===== src/rtl/sig_pkg.sv =====
// Shared types and constants for the y signature compactor.
package sig_pkg;

  typedef enum logic [1:0] {
    ST_IDLE = 2'd0,
    ST_RUN  = 2'd1,
    ST_FOLD = 2'd2,
    ST_DONE = 2'd3
  } state_t;

  localparam logic [31:0] SIG_POLY_DEFAULT = 32'h04C1_1DB7;
  // Every MISR bit is seeded to this value at the start of a run.
  localparam logic        SIG_SEED_BIT     = 1'b1;

  function automatic int unsigned nwords(input int unsigned y_w, input int unsigned s_w);
    return (y_w + s_w - 1) / s_w;
  endfunction

endpackage


===== src/rtl/misr_step.sv =====
// One Galois MISR step: shift, conditional polynomial feedback, fold in one word.
module misr_step
  import sig_pkg::*;
#(
  parameter int unsigned          SIG_WIDTH = 32,
  parameter logic [SIG_WIDTH-1:0] POLY      = SIG_WIDTH'(SIG_POLY_DEFAULT)
) (
  input  logic [SIG_WIDTH-1:0] sig,
  input  logic [SIG_WIDTH-1:0] word,
  output logic [SIG_WIDTH-1:0] sig_next_c
);

  always_comb begin
    sig_next_c = {sig[SIG_WIDTH-2:0], 1'b0} ^ (sig[SIG_WIDTH-1] ? POLY : '0) ^ word;
  end

endmodule


===== src/rtl/y_signature_compactor.sv =====
// Folds y samples into a MISR and compares the final signature with golden.
// Optional SIG_XCHECK_EN (simulation only): flags X/Z on captured y and folds them as 0.
module y_signature_compactor
  import sig_pkg::*;
#(
  parameter int unsigned          Y_WIDTH     = 82,
  parameter int unsigned          SIG_WIDTH   = 32,
  parameter logic [SIG_WIDTH-1:0] POLY        = SIG_WIDTH'(SIG_POLY_DEFAULT),
  parameter int unsigned          NUM_SAMPLES = 21
) (
  input  logic                 clk,
  input  logic                 rst_n,
  input  logic                 start,
  input  logic                 y_valid,
  input  logic [Y_WIDTH-1:0]   y,
  output logic                 y_ready,
  input  logic [SIG_WIDTH-1:0] golden,
  output logic [SIG_WIDTH-1:0] sig,
  output logic [15:0]          sample_cnt,
  output logic                 busy,
  output logic                 done,
  output logic                 match,
  output logic                 x_seen
);

  localparam int unsigned NWORDS = nwords(Y_WIDTH, SIG_WIDTH);
  localparam int unsigned PAD_W  = NWORDS * SIG_WIDTH;
  localparam int unsigned WIDX_W = (NWORDS > 1) ? $clog2(NWORDS) : 1;
  localparam int unsigned CNT_W  = 16;

  localparam logic [WIDX_W-1:0]    WIDX_LAST  = WIDX_W'(NWORDS - 1);
  localparam logic [CNT_W-1:0]     CNT_TARGET = CNT_W'(NUM_SAMPLES);
  localparam logic [SIG_WIDTH-1:0] SIG_SEED   = {SIG_WIDTH{SIG_SEED_BIT}};

  state_t               state_q, state_d;
  logic [SIG_WIDTH-1:0] sig_q, sig_d, sig_step, fold_word;
  logic [CNT_W-1:0]     cnt_q, cnt_d;
  logic [Y_WIDTH-1:0]   y_buf_q, y_buf_d, y_cap;
  logic [WIDX_W-1:0]    widx_q, widx_d;
  logic [PAD_W-1:0]     y_pad;
  logic                 run_start, capture;

  assign run_start = start && ((state_q == ST_IDLE) || (state_q == ST_DONE));
  assign capture   = y_valid && (state_q == ST_RUN);

`ifdef SIG_XCHECK_EN
  logic y_has_x;
  logic x_seen_q;

  // Unknown bits are recorded, then scrubbed to 0 so the signature stays known.
  always_comb begin
    y_has_x = (^y === 1'bx);
    for (int unsigned i = 0; i < Y_WIDTH; i++) begin
      y_cap[i] = (y[i] === 1'b1);
    end
  end

  always_ff @(posedge clk or negedge rst_n) begin
    if (!rst_n) begin
      x_seen_q <= 1'b0;
    end else if (run_start) begin
      x_seen_q <= 1'b0;
    end else if (capture && y_has_x) begin
      x_seen_q <= 1'b1;
    end
  end

  assign x_seen = x_seen_q;
`else
  assign y_cap  = y;
  assign x_seen = 1'b0;
`endif

  // Zero-pad the sample to whole words and select the word being folded.
  always_comb begin
    y_pad     = PAD_W'(y_buf_q);
    fold_word = '0;
    for (int unsigned k = 0; k < NWORDS; k++) begin
      if (widx_q == WIDX_W'(k)) begin
        fold_word = y_pad[k*SIG_WIDTH +: SIG_WIDTH];
      end
    end
  end

  misr_step #(
    .SIG_WIDTH (SIG_WIDTH),
    .POLY      (POLY)
  ) u_misr_step (
    .sig        (sig_q),
    .word       (fold_word),
    .sig_next_c (sig_step)
  );

  always_ff @(posedge clk or negedge rst_n) begin
    if (!rst_n) begin
      state_q <= ST_IDLE;
      sig_q   <= SIG_SEED;
      cnt_q   <= '0;
      y_buf_q <= '0;
      widx_q  <= '0;
    end else begin
      state_q <= state_d;
      sig_q   <= sig_d;
      cnt_q   <= cnt_d;
      y_buf_q <= y_buf_d;
      widx_q  <= widx_d;
    end
  end

  always_comb begin
    state_d = state_q;
    sig_d   = sig_q;
    cnt_d   = cnt_q;
    y_buf_d = y_buf_q;
    widx_d  = widx_q;
    unique case (state_q)
      ST_IDLE, ST_DONE: begin
        if (run_start) begin
          state_d = ST_RUN;
          sig_d   = SIG_SEED;
          cnt_d   = '0;
        end
      end
      ST_RUN: begin
        if (capture) begin
          y_buf_d = y_cap;
          widx_d  = '0;
          state_d = ST_FOLD;
        end
      end
      ST_FOLD: begin
        sig_d  = sig_step;
        widx_d = widx_q + 1'b1;
        if (widx_q == WIDX_LAST) begin
          // Count saturates at the run length.
          if (cnt_q != CNT_TARGET) begin
            cnt_d = cnt_q + 1'b1;
          end
          state_d = (cnt_d == CNT_TARGET) ? ST_DONE : ST_RUN;
        end
      end
      default: state_d = ST_IDLE;
    endcase
  end

  assign y_ready    = (state_q == ST_RUN);
  assign busy       = (state_q == ST_RUN) || (state_q == ST_FOLD);
  assign done       = (state_q == ST_DONE);
  assign match      = (state_q == ST_DONE) && (sig_q == golden);
  assign sig        = sig_q;
  assign sample_cnt = cnt_q;

endmodule


===== config.mk =====
export PLATFORM = sky130hd
export DESIGN_NAME = y_signature_compactor
export DESIGN_NICKNAME = d
export VERILOG_FILES = /design/src/rtl/sig_pkg.sv /design/src/rtl/misr_step.sv /design/src/rtl/y_signature_compactor.sv
export SDC_FILE = /design/constraint.sdc
export NUM_CORES = 1
export LEC_CHECK = 0
export ABC_AREA = 1
export CORE_ASPECT_RATIO = 1.75
export CORE_MARGIN = 2
export CORE_UTILIZATION = 25
export CTS_BUF_LIST = sky130_fd_sc_hd__clkbuf_2 sky130_fd_sc_hd__clkbuf_4 sky130_fd_sc_hd__clkbuf_8
export DETAILED_ROUTE_END_ITERATION = 10
export GPL_ROUTABILITY_DRIVEN = 1
export GPL_TIMING_DRIVEN = 0
export PLACE_DENSITY = 0.44
export SETUP_SLACK_MARGIN = 0.02
export SYNTH_ARGS = -nofsm -noshare
export SYNTH_HDL_FRONTEND = slang
export SYNTH_HIERARCHICAL = 1
export SYNTH_SLANG_ARGS = --single-unit

===== constraint.sdc =====
create_clock -name clk -period 2.8 [get_ports clk]
set_input_delay 0.28 -clock clk [delete_from_list [all_inputs] [get_ports clk]]
set_output_delay 0.28 -clock clk [all_outputs]
set_load 0.005 [all_outputs]

**Word-level counts from Yosys, hierarchy flattened**

Index checks and enable logic that the tools add are counted.

- $add $sub $neg: 2
- Eq/ne operators: 11
- Mux-type cells: 19
- Bitwise gates (word level): 2
- Reduce and logical (&&, ||, !) cells: 15

Operators with widths:

| operator | number |
|---|---|
| 2-to-1 mux 32 bit | 4 |
| 2-to-1 mux 16 bit | 5 |
| one-hot mux 32 bit (2 select lines) | 1 |
| XOR 32 bit | 2 |
| equality test 32 bit | 1 |
| one-hot mux 16 bit (2 select lines) | 1 |
| 2-to-1 mux 27 bit | 1 |
| adder 16 x 1 -> 16 bit (second input constant) | 1 |
| equality test 16 x 5 -> 1 bit (second input constant) | 1 |
| inequality test 16 x 5 -> 1 bit (second input constant) | 1 |
| 2-to-1 mux 2 bit | 5 |
| equality test 2 bit (second input constant) | 3 |
| one-hot mux 2 bit (3 select lines) | 1 |
| AND reduction 2 bit | 3 |
| AND reduction 3 bit | 2 |
| equality test 2 x 1 -> 1 bit (second input constant) | 2 |
| zero test 2 bit | 2 |
| inequality test 2 bit (second input constant) | 2 |
| one-hot mux 2 bit (2 select lines) | 1 |
| nonzero test 2 bit | 2 |
| logical AND 1 bit | 3 |
| adder 2 x 1 -> 2 bit (second input constant) | 1 |
| logical OR 1 bit | 2 |
| inequality test 2 x 1 -> 1 bit (second input constant) | 1 |
| OR reduction 2 bit | 1 |

- Bits in registers: 134
- Input port bits: 118
- Output and inout port bits: 53
- Word-level logic and storage cells: 54

**Depth between registers and ports, before layout**

Gate-level depths: netlist of the first run.

- Word-level depth: 8
- Gate-level depth with buffers: 15
- Mapped depth without buffers: 15

**By module**

The synthesis of the first run kept the hierarchy.

By module, submodules not included:

| module | instances | cells each | area an instance (um^2) | seq. area each (um^2) |
|---|---|---|---|---|
| y_signature_compactor | 1 | 714 | 6,723.9 | 3,393.3 |
| misr_step | 1 | 126 | 679.4 | 0.0 |

**Worst setup path after synthesis of the first run**

Ideal clock, no wire load.

- Path kind: register -> register
- From: register widx_q[1]
- To: register sig_q[10] (netlist: sig[10])
- Library setup time: 82 ps
- Arrival time: 1,780 ps
- Required time: 2,718 ps
- Path slack: 938 ps
- Cell stages (with the launch flop): 13
- Path buffers: 2
- Period minus slack after synthesis: 1,862 ps
- Cells stage by stage: dfrtp_1 > inv_1 > ha_1 > clkbuf_1 > nor2_1 > clkbuf_1 > a22oi_1 > o21ai_1 > inv_1 > nand2_1 > nand2_1 > nor3_1 > a21oi_1

- Word-level cells in the longest chain between the ends: 6
- Elaborated cells between the ends (all ways): 8
- Those cells by class: eq/ne: 2; mux: 4; bitwise: 1; reduce/logical: 1

RTL lines:

| element | line | text |
|---|---|---|
| from (decl) | y_signature_compactor.sv:39 | `logic [WIDX_W-1:0] widx_q, widx_d;` |
| from (signal assigned) | y_signature_compactor.sv:106 | `widx_q <= widx_d;` |
| zero test 2 bit | y_signature_compactor.sv:79 | `if (widx_q == WIDX_W'(k)) begin` |
| 2-to-1 mux 32 bit (2 in a row) | y_signature_compactor.sv:79 |  |
| 2-to-1 mux 32 bit (*) | y_signature_compactor.sv:79 |  |
| net fold_word[10] | y_signature_compactor.sv:36 | `logic [SIG_WIDTH-1:0] sig_q, sig_d, sig_step, fold_word;` |
| XOR 32 bit (*) | misr_step.sv:14 | `sig_next_c = {sig[SIG_WIDTH-2:0], 1'b0} ^ (sig[SIG_WIDTH-1] ? POLY : '0) ^ word;` |
| net sig_step[10] | y_signature_compactor.sv:36 |  |
| one-hot mux 32 bit (2 select lines) (*) | y_signature_compactor.sv:116 | `unique case (state_q)` |
| to (signal assigned) | y_signature_compactor.sv:103 | `sig_q <= sig_d;` |
| to (decl) | y_signature_compactor.sv:36 |  |

Mark *: on every way through the listed nets, which the timed path passes. The rest lies on a longest branch.
A chain may end at the register's enable or synchronous reset.

**Worst setup path after layout of the first run**

- From: register widx_q[1]
- To: register sig_q[3] (netlist: sig[3])

Same word-level chain as after synthesis.

==> reports/qor.txt, run 1 <==
RUN STATUS
---------------------------------------------------------------------------------
Status                                                                  completed

MIN PATH
---------------------------------------------------------------------------------
Worst min-delay path class                                            in -> async

CLOCKING
---------------------------------------------------------------------------------
CTS tree                                                                      yes
Postcts setup bufs                                                              0
Number of buffers on the longest clock path                                     2
Number of clock sinks                                                         134
Source-to-sink clock delay at the later pin of the worst-skew pair        0.49 ns
CTS buffer count                                                               17
Clock transition at the registers of the reported paths                   0.08 ns
Number of levels in the clock H-tree                                            4
Master cell of the clock root buffer                                     clkbuf_8

CRITICAL PATH
---------------------------------------------------------------------------------
Worst stage delay on the critical path                                    0.48 ns
Cell breakdown of the critical path                                  inv_1 -> ha_1 -> clkbuf_1 -> clkbuf_1 -> a22oi_1 -> o21ai_1 -> xor2_1 -> nor3_1 -> a21oi_1
Cell type of the slowest stage on the worst timing path                  clkbuf_1
Buffers & Inverters on Critical Path                                            3
Crit path launch type                                                    register
Crit path required time                                                   3.22 ns
Data arrival at the endpoint of the critical path                         2.92 ns
Biggest fanout along the worst timing path                                     10
R2r setup slk                                                             0.30 ns
Start-to-end type of the worst setup path                              reg -> reg
Critical path's most frequent cell                                       clkbuf_1
Kind of capture point of the worst setup path                            register
Kind of cell with the highest combined delay on the critical path    buffers and inverters

ROUTE
---------------------------------------------------------------------------------
Final routed wirelength across all metal layers                          25.46 mm
Iteration-0 DRC count of the detailed router                                  328
Via-per-instance ratio                                                      4.460
Remaining antenna violation count after routing                                 0
Wire length per cell after detailed routing                              17.85 um
Vias after detailed routing                                                  6360
1st-pass router iterations                                                      6
DRC violation count after routing                                               0

CELLS AND AREA
---------------------------------------------------------------------------------
Number of nets at the end of the flow                                        1157
Share of post-route cells with drive strength above 1                      19.08%
Fillcell total                                                               3142
Top library cells by usage in the layout, fill and taps aside        nand2_1 (206), clkdlybuf4s50_1 (167), dfrtp_1 (102), mux2_2 (82), inv_1 (70)
Leading cell type in the layout, fill and taps excluded                   nand2_1
Cell area after layout                                                0.01004 mm2
Syn-to-layout area delta                                                   35.68%

POWER
---------------------------------------------------------------------------------
Switching power summed over all nets                                     4.502 mW
Peak ir drop on the vdd network                                         0.4348 mV
Fraction of power spent switching nets                                     42.10%
P per Cell Area                                                       1065 mW/mm2
Relative contribution of the clock network to total power                   15.8%
Standby leakage power                                                    4.414 nW
Internal power                                                           6.192 mW
Part of the total power dissipated in combinational logic                   50.0%
Flop pwr share                                                              34.2%

SYNTHESIS
---------------------------------------------------------------------------------
Most instantiated flip-flop cell in the synthesis netlist                 dfrtp_1
Post-synthesis sequential area ratio                                       45.83%
Asr flop ratio synth                                                       100.0%
Count of flip-flops with a built-in enable after synthesis                      0
Synthesized cell area                                                0.007403 mm2
Mapped Cells                                                                  840
Synth Register Bits                                                           134
Distinct cell type count after synthesis                                       36
Number of warnings reported in the yosys synthesis log                          6
Mapped Avg Cell Area                                                    8.814 um2
Total nets after synthesis                                                    967

GLOBAL ROUTE
---------------------------------------------------------------------------------
Vias in the first global route                                               6697
Wire length of the first global-routing pass                             38.53 mm
Combined global-route utilization of all metal layers                      16.81%
Pin count of the biggest net entering global routing                           85
Initial antenna violation count                                                 0
Met2 usage in global routing                                               32.23%
Busiest layer in global routing                                              met2
Met1 usage                                                                 17.84%
Remaining global-route overflow                                                 0
Met3 demand-to-capacity share in global routing                            3.478%

STA
---------------------------------------------------------------------------------
F_max                                                                   399.3 MHz
Fin Clk Skew                                                           0.01349 ns
Relative slew slack                                                        56.49%
Final setup violation count                                                     0
Sum of negative setup slack                                                  0 ns
RSZ-0062 raised after global routing                                        false
Part of the cycle the worst path needs                                     89.44%
Worst-Margin Slew                                                       0.6527 ns
Crit path time final                                                     2.504 ns
Number of slew-limit violations in the final report                             0
Hold Slack                                                              0.3105 ns
Final count of hold timing violations                                           0

FLOORPLAN
---------------------------------------------------------------------------------
CORE AREA                                                             0.02929 mm2
Chip height                                                              231.6 um
Starting Density                                                           25.28%
Placement Rows                                                                 83
Ports placed on the boundary                                                  171
X dimension of the die                                                   134.1 um
Die Outline Area                                                      0.03106 mm2

PLACEMENT
---------------------------------------------------------------------------------
Area of placed instances                                             0.009602 mm2
Gpl congestion                                                             0.8174
Number of buffers inserted by port buffering                                  169
Detailed placement HPWL                                                  19.97 mm

FLOW RUN
---------------------------------------------------------------------------------
MaxCap Viol Count                                                               0

[synth_stat cells (16+ instances only)]
| cell type | count | share of area (%) |
|---|---|---|
| xor2_1 | 25 | 3.0 |
| mux2_2 | 82 | 12 |
| nand3_1 | 31 | 2.1 |
| dfstp_2 | 32 | 11 |
| nor3_1 | 16 | 1.1 |
| o21ai_1 | 27 | 1.8 |
| dfrtp_1 | 102 | 34 |
| nor2_1 | 54 | 2.7 |
| a22oi_1 | 18 | 1.8 |
| a21oi_1 | 30 | 2.0 |
| o21ai_0 | 38 | 2.6 |
| inv_1 | 70 | 3.5 |
| clkbuf_1 | 21 | 1.1 |
| nand2_1 | 206 | 10 |
[layout make-up]
type | instances | area (um2) | area share [%]
diodes | 1 | 2.502 | 0.02491
inverters | 72 | 270.3 | 2.691
multi-input cells | 596 | 3581 | 35.65
well taps | 382 | 478.0 | 4.758
repair buffers | 171 | 1733 | 17.25
clock buffers | 24 | 299.0 | 2.977
flip-flops and latches | 134 | 3393 | 33.78
clock inverters | 8 | 98.84 | 0.9841
plain buffers | 38 | 188.9 | 1.881
[layer usage]
| layer | up-vias | routed length [um] |
|---|---|---|
| met5 | - | 0 |
| met3 | 22 | 1049 |
| met4 | 0 | 537 |
| li1 | 3151 | - |
| met2 | 145 | 14130 |
| met1 | 3042 | 9746 |
[path summary, 6_finish.rpt]
kind	startpoint	to	cells past startpoint
min in group clk	y[18]	y_buf_q[18]	2
worst min-delay path	rst_n	y_buf_q[51]	2
worst min register to register	y_buf_q[78]	y_buf_q[78]	1
worst max-delay path	widx_q[1]	sig[3]	9
max in group asynchronous	rst_n	sig[30]	3
worst max register to register	widx_q[1]	sig[3]	9
[what timing repair did]
item,in CTS,in global routing
hold buffers,1,0
resized for setup,4,5
setup endpoints to repair,5,6
pin swaps,0,1
endpoints found under the hold margin,35,0
[state kept, by name, summed over array words and instances (netlist names)]
register    cells
sample_cnt     16
sig            32
state_q         2
widx_q          2
y_buf_q        82
[power groups by stage]
stage	Clock, mW	Sequential (mW)	Combinational [mW]
after floorplan	0	3.48	3.44
after global placement	0	3.68	5.35
after detailed placement	0	3.70	5.40
after CTS	1.75	3.67	5.44
after global routing	1.83	3.78	5.94
final	1.69	3.66	5.35
[stage by stage]
step	worst slack, ns	std cells	total power, mW	utilization, %
global route	0.06646	1425	11.55	34.29
detailed placement	-0.05093	1392	9.097	32.79
CTS	-0.03769	1425	10.85	34.27
global placement	-4.486	1391	9.033	32.69
finish	0.2956	1426	10.69	34.30
floorplan	0.9376	840	6.923	-
[kinds of logic (layout without fill, tap and decap cells)]
kind of cell,Yosys count,count (layout),share of synthesized area (%)
buf+inv,110,313,6.169
flops,134,134,45.83
other cells,1,2,0.05065
simple gates,344,344,20.30
compound gates,126,126,9.633
fa+ha+maj,9,9,1.521
xor+xnor,34,34,4.022
mux,82,82,12.47
(Power assumes the default switching activity.)
==> inputs of run 2 (changes only) <==
SKIP_CTS_REPAIR_TIMING = 1   (was not set)
==> reports/qor.txt, run 2 (same netlist as run 1, synthesis figures left out) <==
RUN STATUS
---------------------------------------------------------------------------------
Status                                                                  completed   unchanged

CELLS AND AREA
---------------------------------------------------------------------------------
Register with the most flip-flops                                         y_buf_q   unchanged
Number of nets at the end of the flow                                        1158   was 1157
Core Util, Final                                                           34.24%   was 34.30%
Syn-to-layout area delta                                                   35.44%   was 35.68%
Fillcell total                                                               3148   was 3142
Share of post-route cells with drive strength above 1                      18.97%   was 19.08%
Leading cell type in the layout, fill and taps excluded                   nand2_1   unchanged
Top library cells by usage in the layout, fill and taps aside        nand2_1 (206), clkdlybuf4s50_1 (167), dfrtp_1 (102), mux2_2 (82), inv_1 (70)   unchanged
Number of flip-flops in the largest register                                   82   unchanged

CLOCKING
---------------------------------------------------------------------------------
Number of clock sinks                                                         134   unchanged
CTS buffer count                                                               17   unchanged
CTS tree                                                                      yes   unchanged
Number of buffers on the longest clock path                                     2   unchanged
Master cell of the clock root buffer                                     clkbuf_8   unchanged
Source-to-sink clock delay at the later pin of the worst-skew pair        0.48 ns   was 0.49 ns
Number of levels in the clock H-tree                                            4   unchanged
Clock transition at the registers of the reported paths                   0.08 ns   about the same

PLACEMENT
---------------------------------------------------------------------------------
Pre-CTS setup slack                                                   -0.05093 ns   unchanged
Gpl congestion                                                             0.8174   unchanged
Detailed placement HPWL                                                  19.97 mm   unchanged
Number of buffers inserted by port buffering                                  169   unchanged

FLOORPLAN
---------------------------------------------------------------------------------
CORE AREA                                                             0.02929 mm2   unchanged
Die Outline Area                                                      0.03106 mm2   unchanged
Chip height                                                              231.6 um   unchanged
X dimension of the die                                                   134.1 um   unchanged
Placement Rows                                                                 83   unchanged
Starting Density                                                           25.28%   unchanged
Ports placed on the boundary                                                  171   unchanged

STA
---------------------------------------------------------------------------------
F_max                                                                   399.7 MHz   was 399.3 MHz
Crit path time final                                                     2.502 ns   was 2.504 ns
Worst-case setup margin in the final layout                             0.2981 ns   was 0.2956 ns
Relative slew slack                                                        54.93%   was 56.49%
Fin Clk Skew                                                           0.01291 ns   was 0.01349 ns
Final setup violation count                                                     0   unchanged
Number of slew-limit violations in the final report                             0   unchanged
Part of the cycle the worst path needs                                     89.35%   was 89.44%
Final count of hold timing violations                                           0   unchanged
RSZ-0062 raised after global routing                                        false   unchanged
Worst-Margin Slew                                                       0.6760 ns   was 0.6527 ns

FLOW RUN
---------------------------------------------------------------------------------
MaxCap Viol Count                                                               0   unchanged

CRITICAL PATH
---------------------------------------------------------------------------------
FF-to-FF Start                                                          widx_q[1]   unchanged
Kind of capture point of the worst setup path                            register   unchanged
R2r setup slk                                                             0.30 ns   about the same
Biggest fanout along the worst timing path                                     10   unchanged
Crit path launch type                                                    register   unchanged
Crit path required time                                                   3.21 ns   was 3.22 ns
Start-to-end type of the worst setup path                              reg -> reg   unchanged
Data arrival at the endpoint of the critical path                         2.91 ns   was 2.92 ns
Path depth of the worst reg2reg path                                            9   unchanged
FF-to-FF End                                                               sig[3]   unchanged

POWER
---------------------------------------------------------------------------------
Power after layout                                                       10.67 mW   was 10.69 mW
Peak ir drop on the vdd network                                         0.4273 mV   was 0.4348 mV
Standby leakage power                                                    4.415 nW   was 4.414 nW
P per Cell Area                                                       1064 mW/mm2   was 1065 mW/mm2

GLOBAL ROUTE
---------------------------------------------------------------------------------
Vias in the first global route                                               6702   was 6697
Remaining global-route overflow                                                 0   unchanged
Wire length of the first global-routing pass                             38.53 mm   unchanged
Combined global-route utilization of all metal layers                      16.81%   about the same
Pin count of the biggest net entering global routing                           85   unchanged
Initial antenna violation count                                                 0   unchanged

ROUTE
---------------------------------------------------------------------------------
Final routed wirelength across all metal layers                          25.38 mm   was 25.46 mm
Iteration-0 DRC count of the detailed router                                  344   was 328
Vias after detailed routing                                                  6309   was 6360
Wire length per cell after detailed routing                              17.78 um   was 17.85 um
1st-pass router iterations                                                      4   was 6
DRC violation count after routing                                               0   unchanged
Remaining antenna violation count after routing                                 0   unchanged
Via-per-instance ratio                                                      4.421   was 4.460

MIN PATH
---------------------------------------------------------------------------------
Worst min-delay path class                                            in -> async   unchanged

[run 2: cell count changes in the layout (fill, tap and decap cells not counted), sizes merged]
cell / delta
buf: +1
[run 2: how the worst max path moves through the flow]
stage	end	start	cells past startpoint	slack [ns]
after CTS	match	sig[6]	7	-0.1
after global routing	sig[22]	widx_q[1]	12	0.07
after detailed placement	sig[3]	widx_q[1]	10	-0.05
final	sig[3]	widx_q[1]	9	0.30
after global placement	sample_cnt[15]	rst_n	1	-4.49
after floorplan	sig[10]	widx_q[1]	12	0.94
[run 2: routing by layer]
layer  vias to the layer above  track usage, %  wire [um]
met5                         -               0          0
met4                         0           6.151        473
met3                        18           3.478        910
met2                       116           32.24      14200
met1                      3023           17.83       9794
li1                       3152               -          -
[run 2: worst max-delay path, stage by stage, from the launching register on]
cell and delay, ns:
dfrtp_1 0.39, inv_1 0.10, ha_1 0.15, clkbuf_1 0.31, clkbuf_1 0.47, a22oi_1 0.22, o21ai_1 0.32, xor2_1 0.25
nor3_1 0.08, a21oi_1 0.15
[run 2: power by group]
part / switching (mW) / total, mW / internal [mW]
clock network: 0.803 / 1.69 / 0.884
logic: 2.99 / 5.34 / 2.35
registers: 0.680 / 3.64 / 2.96
[run 2: layout make-up]
type / count / area [um2] / share of cell area (%)
sequential: 134 / 3393 / 33.84
multi-input combinational: 596 / 3556 / 35.46
timing repair buffer: 172 / 1740 / 17.36
clock buffer: 24 / 299.0 / 2.982
clock inverter: 8 / 98.84 / 0.9858
buffer: 38 / 188.9 / 1.884
antenna: 1 / 2.502 / 0.02496
tap: 382 / 478.0 / 4.767
inverter: 72 / 270.3 / 2.695
[run 2: metrics by stage]
stage	instance area (um2)	hold WS, ns	std cells	setup TNS [ns]
final	10030	0.3197	1427	0
after global routing	10020	0.3439	1426	0
after CTS	10000	-0.2693	1424	-0.1554
after detailed placement	9602	0.2719	1392	-0.05924
after global placement	9573	0.4872	1391	-539.52
after floorplan	7403	-0.01559	840	0
